[config.mk]
export PLATFORM = sky130hd
export DESIGN_NAME = cpu_player_ctrl
export DESIGN_NICKNAME = d
export VERILOG_FILES = /design/src/rtl/tow_pkg.sv /design/src/rtl/lfsr10.sv /design/src/rtl/cpu_player_ctrl.sv
export SDC_FILE = /design/constraint.sdc
export NUM_CORES = 1
export LEC_CHECK = 0
export CAP_MARGIN = 10
export CORE_ASPECT_RATIO = 1.75
export CORE_MARGIN = 2
export CORE_UTILIZATION = 45
export DETAILED_ROUTE_END_ITERATION = 16
export PLACE_DENSITY_LB_ADDON = 0.15
export SLEW_MARGIN = 20
export SYNTH_ARGS = -nofsm -noshare
export SYNTH_HDL_FRONTEND = slang
export SYNTH_HIERARCHICAL = 1
export SYNTH_SLANG_ARGS = --single-unit
[constraint.sdc]
create_clock -name clk -period 1.8 [get_ports clk]
set_input_delay 0.27 -clock clk [delete_from_list [all_inputs] [get_ports clk]]
set_output_delay 0.27 -clock clk [all_outputs]
set_load 0.02 [all_outputs]
[src/rtl/tow_pkg.sv]
// Shared types and constants for the Tug-of-War computer opponent.
// Holds operand width, controller states and LFSR taps.
package tow_pkg;

    localparam int WIDTH       = 10;
    localparam int LFSR_TAP_HI = 9;
    localparam int LFSR_TAP_LO = 6;

    typedef enum logic [2:0] {
        IDLE,
        ISSUE,
        WAIT,
        PRESS,
        COOL
    } cpu_state_t;

    // Fibonacci step for x^10 + x^7 + 1
    function automatic logic [WIDTH-1:0] lfsr_next(
        input logic [WIDTH-1:0] q
    );
        return {q[WIDTH-2:0], q[LFSR_TAP_HI] ^ q[LFSR_TAP_LO]};
    endfunction

endpackage

[src/rtl/lfsr10.sv]
// 10-bit maximal-length LFSR supplying pseudo-random comparator operands.
// Advances only when step is high; load_seed forces the seed value.
module lfsr10
    import tow_pkg::*;
#(
    parameter logic [WIDTH-1:0] SEED = 10'h001
) (
    input  logic             clk,
    input  logic             reset,
    input  logic             load_seed,
    input  logic             step,
    output logic [WIDTH-1:0] q
);

    logic [WIDTH-1:0] q_q;
    logic [WIDTH-1:0] q_d;

    always_comb begin
        q_d = q_q;
        if (load_seed) begin
            q_d = SEED;
        end else if (step) begin
            q_d = lfsr_next(q_q);
        end
    end

    always_ff @(posedge clk or posedge reset) begin
        if (reset) begin
            q_q <= SEED;
        end else begin
            q_q <= q_d;
        end
    end

    assign q = q_q;

endmodule

[src/rtl/cpu_player_ctrl.sv]
// Computer opponent: drives difficulty and LFSR onto an external registered
// comparator and emits a one-cycle press whenever difficulty > LFSR.
module cpu_player_ctrl
    import tow_pkg::*;
#(
    parameter int               COOLDOWN  = 4,
    parameter logic [WIDTH-1:0] LFSR_SEED = 10'h001
) (
    input  logic             clk,
    input  logic             reset,
    input  logic             enable,
    input  logic [WIDTH-1:0] difficulty,
    output logic [WIDTH-1:0] cmp_a,
    output logic [WIDTH-1:0] cmp_b,
    input  logic             cmp_gt,
    output logic             press,
    output logic             busy,
    output logic [7:0]       press_count
);

    localparam int CW = (COOLDOWN > 1) ? $clog2(COOLDOWN) : 1;
    localparam logic [CW-1:0] COOL_LOAD = CW'(COOLDOWN - 1);

    cpu_state_t       state_q, state_d;
    logic [WIDTH-1:0] cmp_a_q, cmp_a_d;
    logic [CW-1:0]    cnt_q, cnt_d;
    logic [7:0]       count_q, count_d;
    logic             press_q, press_d;
    logic             step;
    logic             enter_issue;
    logic [WIDTH-1:0] lfsr_q;

    always_comb begin
        state_d     = state_q;
        cnt_d       = cnt_q;
        enter_issue = 1'b0;
        count_d     = count_q;
        if (state_q == PRESS && count_q != 8'hFF) begin
            count_d = count_q + 8'd1;
        end
        case (state_q)
            IDLE: begin
                if (enable) begin
                    state_d = ISSUE;
                end
            end
            ISSUE: state_d = WAIT;
            WAIT: begin
                if (cmp_gt) begin
                    state_d = PRESS;
                end else begin
                    state_d     = ISSUE;
                    enter_issue = 1'b1;
                end
            end
            PRESS: begin
                state_d = COOL;
                cnt_d   = COOL_LOAD;
            end
            COOL: begin
                if (cnt_q == '0) begin
                    state_d     = ISSUE;
                    enter_issue = 1'b1;
                end else begin
                    cnt_d = cnt_q - 1'b1;
                end
            end
            default: state_d = IDLE;
        endcase
        // Pausing drops any pending press and leaves the LFSR where it was
        if (!enable && state_q != IDLE) begin
            state_d     = IDLE;
            cnt_d       = '0;
            enter_issue = 1'b0;
        end
        step    = enter_issue;
        cmp_a_d = cmp_a_q;
        if (enter_issue || (state_q == IDLE && enable)) begin
            cmp_a_d = difficulty;
        end
        press_d = (state_d == PRESS);
    end

    always_ff @(posedge clk or posedge reset) begin
        if (reset) begin
            state_q <= IDLE;
            cmp_a_q <= '0;
            cnt_q   <= '0;
            count_q <= '0;
            press_q <= 1'b0;
        end else begin
            state_q <= state_d;
            cmp_a_q <= cmp_a_d;
            cnt_q   <= cnt_d;
            count_q <= count_d;
            press_q <= press_d;
        end
    end

    lfsr10 #(
        .SEED(LFSR_SEED)
    ) u_lfsr (
        .clk      (clk),
        .reset    (reset),
        .load_seed(lfsr_q == '0),
        .step     (step),
        .q        (lfsr_q)
    );

    assign cmp_a       = cmp_a_q;
    assign cmp_b       = lfsr_q;
    assign press       = press_q;
    assign busy        = (state_q != IDLE);
    assign press_count = count_q;

endmodule

Word-level counts from Yosys, hierarchy flattened. Cells that the tools add are included.

Multipliers: 0. Order comparisons: 0. Mux-type cells: 14. Equality and inequality tests: 7. Bitwise logic cells: 1. Add/subtract/negate cells: 2. Shifts and indexed selects: 0. Div/mod/pow operators: 0. Reductions and logical operators: 12.

Operators with widths (number): 10-bit 2-to-1 mux (2); 3-bit one-hot mux with 5 select lines (1); 10-bit logical NOT (1); 3-bit by 2-bit == test with 1-bit output, second input constant (3); 3-bit 2-to-1 mux (3); 8-bit by 1-bit adder with 8-bit output, second input constant (1); 8-bit != test, second input constant (1); 2-bit 2-to-1 mux (3); 3-bit nonzero test (2); 2-bit one-hot mux with 2 select lines (1); 3-bit by 1-bit == test with 1-bit output, second input constant (1); 3-bit == test, second input constant (1); 1-bit logical AND (3); 3-bit logical NOT (1); 1-bit 2-to-1 mux (3); 3-bit != test, second input constant (1); 2-bit logical NOT (1); 1-bit one-hot mux with 2 select lines (1); 2-bit AND reduction (1); 2-bit nonzero test (1); 2-bit by 1-bit subtractor with 2-bit output, second input constant (1); 1-bit logical NOT (1); 1-bit logical OR (1); 1-bit bitwise XOR (1).

Input port bits: 14. ROM bits: 0. Latch bits: 0. Flip-flop bits (word level): 34. Word-level logic and storage cells: 42. Memories: 0. RAM bits: 0. Output and inout port bits: 30.

Logic depth before layout (Yosys ltp). Gate-level depths: netlist of the first run.

Depth in word-level cells: 6. Depth in mapped cells: 8. Depth with buffers taken out: 7.

By module. The synthesis of the first run kept the hierarchy.

By module, submodules not included: cpu_player_ctrl (area each 1248.7 µm², times used 1, cells an instance 102, sequential area each 600.6 µm²); lfsr10 (area each 419.2 µm², times used 1, cells an instance 35, sequential area each 251.5 µm²).

Worst setup path after synthesis of the first run. OpenSTA, ideal clock, no wires.

Kind: reg2reg. Start: reg u_lfsr.q_q[5] (netlist: u_lfsr/q[5]). End: reg u_lfsr.q_q[0] (netlist: u_lfsr/q[0]). Setup slack: 0.080 ns. Clock period less this slack: 1.720 ns. Arrival time: 1.643 ns. Setup time: 0.077 ns. Data required time: 1.723 ns. Stages on the path, launching flop included: 6. Path buffers: 1. Cell sequence: dfrtp_1 -> or4_1 -> nor4_1 -> buf_2 -> inv_1 -> a31oi_1.

Longest elaborated chain between the ends: 2. Elaborated cells on any way between the ends: 3. Those cells by class: 1 x mux; 2 x reduce/logical.

Ends and longest elaborated chain: start: declaration (line lfsr10.sv:15) `logic [WIDTH-1:0] q_q;`; start signal: assignment (line lfsr10.sv:31) `q_q <= q_d;`; 10-bit logical NOT * (line cpu_player_ctrl.sv:105) `.load_seed(lfsr_q == '0),`; 10-bit 2-to-1 mux / 2-bit nonzero test (equally long branches).

Mark *: on every way between the ends. The rest lies on a longest branch, timed or not. A chain may end at the register's enable or synchronous reset.

Worst setup path in the final report of the first run.
Start: reg u_lfsr.q_q[0] (netlist: u_lfsr/q[0]). End: out cmp_b[0].

RTL lines: end: declaration (line cpu_player_ctrl.sv:14) `output logic [WIDTH-1:0] cmp_b,`.

No word-level cell between the ends.

==> results of run 1 <==
==> layer usage <==
metal / GRT usage, % / wire length (um)
met1: 20.0 / 1260
met4: 9.09 / 64
met3: 5.69 / 150
met2: 35.4 / 2110
met5: 0 / 0
==> final timing paths <==
| path | startpoint | end | cells past startpoint |
|---|---|---|---|
| min in group clk | cmp_a[7]$_DFFE_PP0P_ | cmp_a[7]$_DFFE_PP0P_ | 1 |
| max reg2reg | u_lfsr/q[5]$_DFFE_PP0P_ | u_lfsr/q[0]$_DFFE_PP1P_ | 5 |
| min reg2reg | cmp_a[7]$_DFFE_PP0P_ | cmp_a[7]$_DFFE_PP0P_ | 1 |
| min | reset | u_lfsr/q[5]$_DFFE_PP0P_ | 2 |
| max | u_lfsr/q[0]$_DFFE_PP1P_ | cmp_b[0] | 1 |
| max in group asynchronous | reset | press_count[6]$_DFFE_PP0P_ | 3 |
==> repair_timing <==
item / in CTS / in global routing
resized for setup: 1 / 3
setup endpoints to repair: 1 / 9
pin swaps: 0 / 1
buffers inserted: 0 / 0
==> flip-flops by register name, indices dropped and copies added, names as in the netlist <==
signal       flops
cmp_a           10
cnt_q            2
press            1
press_count      8
state_q          3
u_lfsr/q        10
==> final cells by class <==
| cell class | instances | area, sq um |
|---|---|---|
| multi-input cells | 89 | 736 |
| inverters | 7 | 26.3 |
| flip-flops and latches | 34 | 852 |
| well taps | 46 | 57.6 |
| fillers | 297 | 1310 |
| clock inverters | 1 | 5.00 |
| clock buffers | 7 | 86.3 |
| repair buffers | 55 | 519 |
==> power groups by stage <==
stage | combinational (uW) | sequential, uW | clock [uW]
after floorplan | 332 | 1120 | 0
after global placement | 767 | 1000 | 0
after detailed placement | 785 | 1010 | 0
after CTS | 785 | 1000 | 591
after global routing | 848 | 1020 | 626
final | 781 | 1000 | 571
==> placed cells by master, fill, tap and decap left out, types with 5 or more instances in the layout <==
cell | netlist | final
nor2_1 | 14 | 14
buf_4 | 2 | 12
clkbuf_8 | 0 | 6
clkdlybuf4s50_1 | 0 | 42
dfrtp_1 | 33 | 33
mux2i_1 | 10 | 10
mux2_4 | 10 | 10
inv_1 | 7 | 6
a21oi_1 | 5 | 5
==> cells in the mapped netlist <==
master / count
a21boi_0: 1
a21oi_1: 5
a31oi_1: 1
and3_1: 4
and3b_1: 1
and4_1: 1
buf_2: 2
buf_4: 2
buf_6: 3
dfrtp_1: 33
dfstp_2: 1
ha_1: 3
inv_1: 7
mux2_2: 3
mux2_4: 10
mux2i_1: 10
nand2_1: 3
nand2b_1: 1
nand2b_4: 1
nand3_1: 2
nand3b_1: 1
nand4_1: 1
nor2_1: 14
nor2b_1: 1
nor3_1: 2
nor3b_1: 2
nor4_1: 2
nor4b_2: 2
o2111a_1: 1
o2111ai_1: 1
o211ai_1: 2
o21ai_2: 1
o21bai_1: 1
o22ai_1: 1
o32ai_1: 1
or3_1: 2
or4_1: 2
xnor2_1: 4
xor2_1: 2
==> metrics by stage <==
stage	setup slack, ps	util [%]	hold WS [ps]	std cells	total power (uW)
final	85.7	63.5	290	239	2350
after global routing	17.5	63.5	328	239	2490
after CTS	72.4	63.4	287	239	2380
after detailed placement	107	60.9	505	231	1800
after global placement	133	60.9	498	231	1770
after floorplan	80.2	-	109	137	1450
==> cell families after synthesis <==
kind of cell / after synthesis / synth area share, %
and+or+nand+nor: 42 / 15.1
DFF: 34 / 51.1
muxes: 23 / 17.0
AOI/OAI and AO/OA: 15 / 6.30
buffers and inverters: 14 / 5.10
xor gates and xnor gates: 6 / 3.15
adders and majority gates: 3 / 2.25
==> reports/metrics.yaml, run 1 <==
layout.nets: 209
critPathTopFamily: "buffers and inverters"
drtIter0Drc: 13
cts_hold_buffers: 0
max-cap-violations: 0
io_pins: 44
clockRootBuffer: "clkbuf_8"
crit_slowest_cell: "clkdlybuf4s50_1"
min_period_ps: 1710
track_usage_pct: 19.6
reg2reg_slack_ps: 110
firstDrtPassIters: 4
yosysSeqAreaShare_pct: 51.1
start_util_pct: 46.4
grt_pass1_wl_mm: 6.21
globalplace.congestion: 0.745
power.density_nw_per_um2: 1030
synth_cell_type_count: 39
via_per_inst: 5.27
ys_ff_latch: 34
setup_viol: 0
path_max_fanout: 4
drc: 0
p_leak_uw: 0.00103
vias: 1260
fmax_mhz: 583
fp.coreArea_sq_um: 3590
startpoint_type: "flop"
outcome: "finished, final reports clean"
cpPeakStageDelay_ps: 600
grt_overflow_total: 0
synth_top_cell_by_area: "dfrtp_1"
clock-sinks: 34
port_buffers: 43
drive_gt1_share_pct: 20.7
synthToLayoutAreaGrowth_pct: 36.8
tns_ps: 0
period_share_pct: 95.2
power_switching_share_pct: 31.7
p_sw_uw: 747
cts_made_buffers: 5
hold_path_class: "input pin to asynchronous set/reset pin"
clk_pin_slew_ps: 70
combPwrFrac_pct: 33.2
dp_hpwl_mm: 2.77
place_area_sq_um: 2190
avgSynthCellArea_sq_um: 12.2
ant_nets: 0
p_seq_share_pct: 42.5
yosysWarnings: 6
synthTopCellsByArea: "dfrtp_1 (50%), mux2_4 (9.0%), mux2i_1 (6.0%)"
htreeDepth: 2
antennaDiodeCount: 0
grt_pass1_vias: 1319
antenna_found_initial: 0
synth_top_cell_area_share_pct: 49.5
dieArea_sq_um: 4230
arrival_ps: 1440
max-slew-margin-rel_pct: 74.6
wl_per_cell_um: 15.0
clk-insertion-delay-late_ps: 280
rows: 29
grt_max_degree: 25
path_class: "flop to output pin"
fin_skew_ps: 5.59
final_max_slew_viol_count: 0
die_x_um: 50.0
netlist_instances: 137
cts_tree: "done"
path_buf_inv: 1
design_area_sq_um: 2280
hold_violations: 0
synth_nets: 154
wirelength_mm: 3.58
clock_power_share_pct: 24.3
worstMarginPinSlew_ps: 381
crit_path_end_kind: "output pin"
fp.dieH_um: 84.5
cts_buffer_depth: 2
required_ps: 1530
grt_setup_unrepaired: "false"
internal_power_uw: 1610
synth_area_sq_um: 1670
crit_chain: "clkdlybuf4s50_1"
vdd_drop_max_v: 0.000934
Note: power is estimated with default switching activity, not from simulation.
==> run 2, diff against run 1 <==
--- a/config.mk
+++ b/config.mk
@@ -16,3 +16,4 @@
 export SYNTH_HDL_FRONTEND = slang
 export SYNTH_HIERARCHICAL = 1
 export SYNTH_SLANG_ARGS = --single-unit
+export TNS_END_PERCENT = 5
==> results of run 2 <==
The final DEF is identical to that of run 1; final timing and power are the same.
==> run 3, diff against run 2 <==
--- a/config.mk
+++ b/config.mk
@@ -7,7 +7,6 @@
 export LEC_CHECK = 0
 export CAP_MARGIN = 10
 export CORE_ASPECT_RATIO = 1.75
-export CORE_MARGIN = 2
 export CORE_UTILIZATION = 45
 export DETAILED_ROUTE_END_ITERATION = 16
 export PLACE_DENSITY_LB_ADDON = 0.15
==> run 3 against run 2 <==
Via count fell by 1.6%. Register-to-register slack barely moved. Largest power group unchanged. Critical path type unchanged. Clock power rose by 16%. Critical path depth did not move.
==> reports/metrics.yaml, run 3 (synthesis gave the netlist of run 1 again) <==
outcome: "finished, final reports clean"
tns_ps: 0
hold_path_class: "input pin to asynchronous set/reset pin"
layout.nets: 207
crit-reg2reg-launch: "u_lfsr/q[5]$_DFFE_PP0P_"
cts_setup_buffers: 0
port_buffers: 43
wirelength_mm: 3.68
grt_overflow_total: 0
p_seq_share_pct: 40.8
cts_tree: "done"
crit_slowest_cell: "clkdlybuf4s50_1"
fin_util_pct: 66.2
startpoint_type: "flop"
crit_chain: "clkdlybuf4s50_1"
drtIter0Drc: 21
cts_buffer_depth: 2
instances_no_fill: 236
clock_power_share_pct: 26.9
cts_made_buffers: 5
place_inst: 228
grt_pass1_wl_mm: 5.83
rr_worst_depth: 5
vdd_drop_max_v: 0.000930
worstMarginPinSlew_ps: 399
crit_path_end_kind: "output pin"
drc: 0
globalplace.congestion: 0.767
path_max_fanout: 4
internal_power_uw: 1690
hold_violations: 0
fp.coreArea_sq_um: 3470
track_usage_pct: 21.3
multiInputGateArea_sq_um: 733
mostFrequentLayoutCells: "clkdlybuf4s50_1 (42), dfrtp_1 (33), nor2_1 (14)"
clockRootBuffer: "clkbuf_8"
combPwrFrac_pct: 32.3
vias: 1240
final_common_cell: "clkdlybuf4s50_1"
rows: 28
nFillCells: 282
power_switching_share_pct: 31.2
synthToLayoutAreaGrowth_pct: 37.6
via_per_inst: 5.25
fp.dieH_um: 82.5
worstReg2RegEnd: "u_lfsr/q[0]$_DFFE_PP1P_"
cpPeakStageDelay_ps: 620
p_sw_uw: 766
clk-insertion-delay-late_ps: 280
grt_pass1_vias: 1323
antennaDiodeCount: 0
power.density_nw_per_um2: 1070
dp_hpwl_mm: 2.86
max-cap-violations: 0
start_util_pct: 48.1
firstDrtPassIters: 4
final-seq-area_sq_um: 852
grt_max_degree: 25
reg2reg_slack_ps: 100
critPathTopFamily: "buffers and inverters"
die_x_um: 48.0
clock-sinks: 34
arrival_ps: 1460
fin_skew_ps: 2.50
min_period_ps: 1730
path_buf_inv: 1
dieArea_sq_um: 3960
path_class: "flop to output pin"
antenna_found_initial: 0
max-slew-margin-rel_pct: 73.4
htreeDepth: 2
required_ps: 1530
drive_gt1_share_pct: 19.9
p_leak_uw: 0.00103
clk_pin_slew_ps: 70
ant_nets: 0
final_max_slew_viol_count: 0
grt_setup_unrepaired: "false"
io_pins: 44
period_share_pct: 96.3
setup_viol: 0
fmax_mhz: 577
wl_per_cell_um: 15.6
run 3: cell types whose count changed in the layout (fill, tap and decap cells not counted):
cell      delta
clkinv_2     -1
clkbuf_1     -1
nor2b_2      -1
buf_4        -3
nor2b_1      +1
buf_12       +1
clkbuf_8     +2
run 3: final cells by class:
class	instances	area share, %
clock buffers	8	4.80
inverters	7	1.15
well taps	45	2.45
multi-input cells	89	32.0
flip-flops and latches	34	37.1
repair buffers	53	22.5
run 3: how the worst max path moves through the flow:
stage                             from                      end  slack, ps  depth (start not counted)
3_3_place_gp                    enable     cmp_a[9]$_DFFE_PP0P_         90                          5
6_report       u_lfsr/q[0]$_DFFE_PP1P_                 cmp_b[0]         70                          1
4_1_cts        u_lfsr/q[0]$_DFFE_PP1P_                 cmp_b[0]         60                          1
5_1_grt        u_lfsr/q[0]$_DFFE_PP1P_                 cmp_b[0]         20                          1
2_1_floorplan  u_lfsr/q[5]$_DFFE_PP0P_  u_lfsr/q[0]$_DFFE_PP1P_         80                          5
3_5_place_dp                    enable     cmp_a[3]$_DFFE_PP0P_         70                          5
run 3: what timing repair did:
action	4_1_cts	5_1_grt
hold buffers	0	0
resized for setup	1	2
pin swaps	0	1
endpoints found under the setup margin	1	3
run 3: power groups by stage:
stage | sequential (uW) | clock, uW | combinational (uW)
finish | 1000 | 660 | 793
global route | 1020 | 706 | 858
CTS | 1000 | 672 | 796
detailed placement | 1010 | 0 | 798
global placement | 1000 | 0 | 766
floorplan | 1120 | 0 | 332
run 3: per-layer routing:
metal | share of wire, % | wire, um | global-route usage [%] | up-vias
li1 | - | - | - | 589
met1 | 35 | 1280 | 20.6 | 609
met2 | 59 | 2190 | 38.4 | 35
met3 | 4.3 | 160 | 7.39 | 7
met4 | 1.5 | 56 | 9.17 | 0
met5 | 0 | 0 | 0 | -
run 3: per-stage QoR:
step                      total power (uW)  setup slack (ps)  hold WS, ps  instance area [sq um]
after floorplan                       1450              80.2          109                   1670
after global routing                  2580              19.0          355                   2290
after global placement                1770              93.4          497                   2180
final                                 2450              65.7          303                   2290
after CTS                             2470              56.6          299                   2290
after detailed placement              1810              68.1          502                   2180
